--- src/rtl/act_tile_loader.sv ---
// ============================================================================
// Module   : act_tile_loader
// Purpose  : Packs a 16-beat int8 activation stream into a 4x4 tile, strobes
//            it into the systolic shift buffer, then holds off for the drain
//            window. Optional macro ACT_LOADER_PREFETCH_EN fills the next tile
//            during the drain window.
// Revision : 1.0 - initial release
// ============================================================================
`default_nettype none

module act_tile_loader #(
   parameter int SHIFT_CYCLES = 8,
   parameter int CNT_W        = 16
) (
   input  logic             clk,
   input  logic             reset,
   input  logic             in_valid,
   input  logic [7:0]       in_data,
   output logic             in_ready,
   output logic [7:0]       activation [15:0],
   output logic             load,
   output logic             array_en,
   output logic             tile_done,
   output logic [CNT_W-1:0] tile_count
);

   localparam logic [7:0] c_last_shift = 8'(SHIFT_CYCLES - 1);
   localparam logic [4:0] c_tile_beats = 5'd16;

   typedef enum logic [1:0] {
      ST_FILL  = 2'd0,
      ST_LOAD  = 2'd1,
      ST_SHIFT = 2'd2
   } state_t;

   state_t           r_state;
   state_t           w_state_next;
   logic [4:0]       r_idx;
   logic [4:0]       w_idx_next;
   logic [7:0]       r_cnt;
   logic [7:0]       w_cnt_next;
   logic [7:0]       r_fill [15:0];
   logic [7:0]       w_fill_next [15:0];
   logic [7:0]       r_act [15:0];
   logic             r_load;
   logic             r_array_en;
   logic             r_tile_done;
   logic [CNT_W-1:0] r_tile_count;
   logic             w_accept;
   logic             w_capture;

`ifdef ACT_LOADER_PREFETCH_EN
   // Fill buffer stays open through LOAD/SHIFT until a whole tile is held.
   assign in_ready = (r_idx < c_tile_beats);
`else
   assign in_ready = (r_state == ST_FILL) && (r_idx < c_tile_beats);
`endif

   assign w_accept   = in_valid && in_ready;
   assign w_idx_next = r_idx + {4'd0, w_accept};

   always_comb begin
      w_fill_next = r_fill;
      if (w_accept) begin
         w_fill_next[r_idx[3:0]] = in_data;
      end
   end

   always_comb begin
      w_state_next = r_state;
      w_cnt_next   = r_cnt;
      w_capture    = 1'b0;
      case (r_state)
         ST_FILL: begin
            if (w_idx_next == c_tile_beats) begin
               w_capture    = 1'b1;
               w_state_next = ST_LOAD;
            end
         end
         ST_LOAD: begin
            w_state_next = ST_SHIFT;
            w_cnt_next   = 8'd0;
         end
         ST_SHIFT: begin
            if (r_cnt == c_last_shift) begin
`ifdef ACT_LOADER_PREFETCH_EN
               if (w_idx_next == c_tile_beats) begin
                  w_capture    = 1'b1;
                  w_state_next = ST_LOAD;
               end else begin
                  w_state_next = ST_FILL;
               end
`else
               w_state_next = ST_FILL;
`endif
            end else begin
               w_cnt_next = r_cnt + 8'd1;
            end
         end
         default: begin
            w_state_next = ST_FILL;
         end
      endcase
   end

   always_ff @(posedge clk or posedge reset) begin
      if (reset) begin
         r_state <= ST_FILL;
      end else begin
         r_state <= w_state_next;
      end
   end

   // Outputs are registered from the next-state decode so they line up with
   // the state they describe.
   always_ff @(posedge clk or posedge reset) begin
      if (reset) begin
         r_idx        <= 5'd0;
         r_cnt        <= 8'd0;
         r_load       <= 1'b0;
         r_array_en   <= 1'b0;
         r_tile_done  <= 1'b0;
         r_tile_count <= '0;
         for (int k = 0; k < 16; k++) begin
            r_fill[k] <= 8'd0;
            r_act[k]  <= 8'd0;
         end
      end else begin
         r_idx       <= w_capture ? 5'd0 : w_idx_next;
         r_cnt       <= w_cnt_next;
         r_fill      <= w_fill_next;
         r_load      <= (w_state_next == ST_LOAD);
         r_array_en  <= (w_state_next == ST_LOAD) || (w_state_next == ST_SHIFT);
         r_tile_done <= (w_state_next == ST_SHIFT) && (w_cnt_next == c_last_shift);
         if (w_state_next == ST_LOAD) begin
            r_tile_count <= r_tile_count + {{(CNT_W-1){1'b0}}, 1'b1};
         end
         if (w_capture) begin
            r_act <= w_fill_next;
         end
      end
   end

   generate
      for (genvar g = 0; g < 16; g++) begin : g_act
         assign activation[g] = r_act[g];
      end
   endgenerate

   assign load       = r_load;
   assign array_en   = r_array_en;
   assign tile_done  = r_tile_done;
   assign tile_count = r_tile_count;

endmodule

`default_nettype wire

--- config.mk ---
export PLATFORM = sky130hd
export DESIGN_NAME = act_tile_loader
export DESIGN_NICKNAME = d
export VERILOG_FILES = /design/src/rtl/act_tile_loader.sv
export SDC_FILE = /design/constraint.sdc
export NUM_CORES = 1
export LEC_CHECK = 0
export CELL_PAD_IN_SITES_DETAIL_PLACEMENT = 1
export CELL_PAD_IN_SITES_GLOBAL_PLACEMENT = 1
export CORE_MARGIN = 1
export CORE_UTILIZATION = 46
export DETAILED_ROUTE_END_ITERATION = 8
export PLACE_DENSITY_LB_ADDON = 0.1
export SETUP_SLACK_MARGIN = 0.02
export SLEW_MARGIN = 15
export SYNTH_ARGS = -nofsm -noshare
export SYNTH_HDL_FRONTEND = slang
export SYNTH_SLANG_ARGS = --single-unit
export TNS_END_PERCENT = 20
--- constraint.sdc ---
create_clock -name clk -period 11.28 [get_ports clk]
set_input_delay 2.256 -clock clk [delete_from_list [all_inputs] [get_ports clk]]
set_output_delay 2.256 -clock clk [all_outputs]
set_load 0.005 [all_outputs]
==> results.md <==
- sequential cell area fraction in the yosys report: 63.6%
- kind of capture point of the worst setup path: flip-flop
- pin count of the biggest net entering global routing: 158
- antenna violation net count after detailed routing: 0
- number of endpoints failing setup at the final stage: 0
- Syn Inst Count: 725
- required time of the worst setup path: 11.71 ns
- max cap viols: 0
- Slew HR: 29.8%
- final critical-path required period: 5.92 ns
- Mapped Nets: 746
- number of I/O port buffers: 158
- Clock Path Buffers: 3
- RSZ-0062 raised after global routing: no
- std cell rows: 57
- aggregate routed wire length: 26100 um
- global-route wire length before repair: 42200 um
- clock buffers created by TritonCTS: 30
- register clock-pin slew on the reported worst setup and hold paths: 0.06 ns
- transition time at the pin with the least slew margin: 1.04 ns
- Final Max Tran Viols: 0
- remaining routing DRC violations: 0
- number of DRC violations after detailed-routing iteration 0: 228
- combined area of the multi-input logic cells: 3900 um2
- vias per std cell: 5.23
- post-route clock period utilization: 52.5%
- clock tree from TritonCTS: built
- count of distinct cell types in the synthesized netlist: 46
- power per unit of standard cell area: 262 nW/um2
- critical path startpoint category: input port
- global router's overall resource usage: 21.2%
- initial antenna violation count: 0
- clk sink count: 290
- maximum clock rate: 169 MHz
- leading cell types in the layout, fill and taps excluded: 290 x sky130_fd_sc_hd__dfrtp_1, 173 x sky130_fd_sc_hd__mux2_2, 158 x sky130_fd_sc_hd__clkdlybuf4s50_1
- leakage power figure: 6.67 nW
- floorplan core area: 24300 um2
- total of hold buffers inserted after clock tree synthesis: 0
- antenna cells: 0
- RePlAce Congestion: 0.769
- critical path launch point: in_valid
- post-DR wirelength/cell: 21.1 um
- Post-Synthesis Mean Instance Area: 15.7 um2
- area of the mapped netlist: 11400 um2
- worst reg2reg endpoint: tile_count[15]$_DFFE_PP0N_
- total number of vias: 6455
- root cell of the clock tree: sky130_fd_sc_hd__clkbuf_16
- number of H-tree branching levels: 1
- Max IR drop VDD: 0.000110 V
- number of iterations in the first detailed-routing pass: 6
- via count of the first global-routing pass: 7295
- nets: 908
- count of boundary I/O pins: 159
- final global-route overflow total: 0
- die boundary height: 160 um
- Sequential Area: 7260 um2
- worst reg-to-reg path cell count: 16
- Area Overhead vs Synth: 25.4%
- die boundary width: 160 um
- buffers inserted during post-CTS setup optimization: 0
- HPWL after detailed placement: 16700 um
- total count of hold-check failures in the final report: 0
- yosys warns: 0
- most common cell after layout, fill and taps aside: sky130_fd_sc_hd__dfrtp_1
- crit path capture: tile_count[15]$_DFFE_PP0N_
- final core utilization: 58.9%
- layout cell share with drive strength beyond 1: 27.5%
- Min-Delay Path Class: flip-flop to flip-flop
- Worst EP arrival: 6.36 ns
- largest fanout on the critical path: 5
- post-route setup TNS: 0 ns
- # fillers: 2266
- number of synthesized register bits: 290
- outcome: finished, final reports clean
- Initial Utilization: 46.9%
- startpoint of the worst register-to-register path: r_state[0]$_DFF_PP0_
- register-to-register setup slack: 6.68 ns
- die area: 25400 um2
- type of the worst setup path: input port to flip-flop
- final worst clock skew: 0.0142 ns
- latest clock arrival within the worst-skew pair: 0.55 ns
- post-cts gate resize count: 0
## how the worst min path moves through the flow
| stage | from | endpoint | slack (ns) | cells past startpoint |
|---|---|---|---|---|
| 3_5_place_dp | activation[98]$_DFFE_PP0P_ | activation[98]$_DFFE_PP0P_ | 0.47 | 1 |
| 5_1_grt | activation[96]$_DFFE_PP0P_ | activation[96]$_DFFE_PP0P_ | 0.50 | 1 |
| 4_1_cts | activation[98]$_DFFE_PP0P_ | activation[98]$_DFFE_PP0P_ | 0.49 | 1 |
| 3_3_place_gp | activation[84]$_DFFE_PP0P_ | activation[84]$_DFFE_PP0P_ | 0.47 | 1 |
| 2_1_floorplan | r_fill[40]$_DFF_PP0_ | r_fill[40]$_DFF_PP0_ | 0.47 | 1 |
| 6_report | activation[98]$_DFFE_PP0P_ | activation[98]$_DFFE_PP0P_ | 0.48 | 1 |
## per-layer routing
metal  track usage [%]  vias to the layer above  routed length (um)
met5                 0                        -                   0
li1                  -                     2888                   -
met3              4.06                       27                1390
met2              36.9                      144               13300
met4              4.37                        0                 363
met1              27.7                     3396               11000
## layout make-up
class	instances	area share [%]
flip-flops and latches	290	50.7
repair buffers	162	11.3
clock buffers	44	6.38
well taps	324	2.83
clock inverters	11	1.18
inverters	13	0.428
multi-input cells	390	27.2
## per-stage QoR
step                      std cells  hold slack [ns]  total power, mW  worst slack [ns]  area [um2]
after CTS                      1234            0.488             3.81              5.33       14300
after global routing           1234            0.503             3.97              5.08       14300
after global placement         1179            0.466             2.66              4.89       13200
after detailed placement       1179            0.474             2.74              4.74       13200
final                          1234            0.481             3.75              5.36       14300
after floorplan                 725            0.467             2.17              1.02       11400
## cells in the mapped netlist, drive strengths merged
cell	instances	area share, %
nor4	3	0.35
o21ai	4	0.18
and3	3	0.16
a21o	3	0.20
nor4b	1	0.077
or4b	1	0.12
clkbuf	14	0.46
buf	18	1.4
a221oi	1	0.077
dfrtp	290	64
nor3	10	0.75
and3b	1	0.088
a41oi	1	0.077
inv	13	0.43
xnor2	12	0.92
o211ai	1	0.066
o22ai	1	0.055
nand4	7	0.49
or3	1	0.055
o311ai	2	0.15
a31oi	4	0.22
nor2	8	0.26
xor2	6	0.46
o31ai	3	0.20
and4	1	0.077
nand3	15	0.92
ha	10	1.1
and2	1	0.055
a21oi	7	0.31
and4bb	1	0.11
nor2b	6	0.33
a211o	1	0.077
mux2	257	25
o32ai	1	0.077
nand2b	4	0.22
mux2i	1	0.088
a211oi	1	0.066
nand2	11	0.36
## kinds of logic after synthesis
| kind of cell | synth area share (%) |
|---|---|
| flip-flops | 63.6 |
| multiplexers | 25.4 |
| AND/OR/NAND/NOR | 4.43 |
| buffers and inverters | 2.32 |
| AO/OA/AOI/OAI | 1.74 |
| XOR/XNOR | 1.38 |
| adder cells (fa/ha/maj) | 1.10 |
## power by group
part / internal [mW] / leakage (nW) / total (mW) / switching, mW
registers: 1.44 / 3.83 / 1.66 / 0.216
clock network: 0.650 / 0.535 / 1.05 / 0.399
logic: 0.649 / 2.30 / 1.05 / 0.401
## worst max-delay path, cell delays in order
cell and delay (ns):
sky130_fd_sc_hd__clkdlybuf4s50_1 0.42, sky130_fd_sc_hd__and3b_2 0.24, sky130_fd_sc_hd__ha_1 0.21, sky130_fd_sc_hd__ha_1 0.22, sky130_fd_sc_hd__xor2_1 0.18, sky130_fd_sc_hd__or4b_4 0.57
sky130_fd_sc_hd__nor3_4 0.21, sky130_fd_sc_hd__inv_1 0.09, sky130_fd_sc_hd__a21oi_1 0.23, sky130_fd_sc_hd__ha_1 0.31, sky130_fd_sc_hd__nand4_1 0.20, sky130_fd_sc_hd__nor2_1 0.26
sky130_fd_sc_hd__nor4b_1 0.57, sky130_fd_sc_hd__nand3_1 0.21, sky130_fd_sc_hd__xnor2_1 0.17
## flip-flops by register name, summed over array words and instances, names as in the netlist
signal      count
activation    128
array_en        1
load            1
r_cnt           8
r_fill        128
r_idx           5
r_state         2
tile_count     16
tile_done       1
Power figures use the tool's default switching activity.
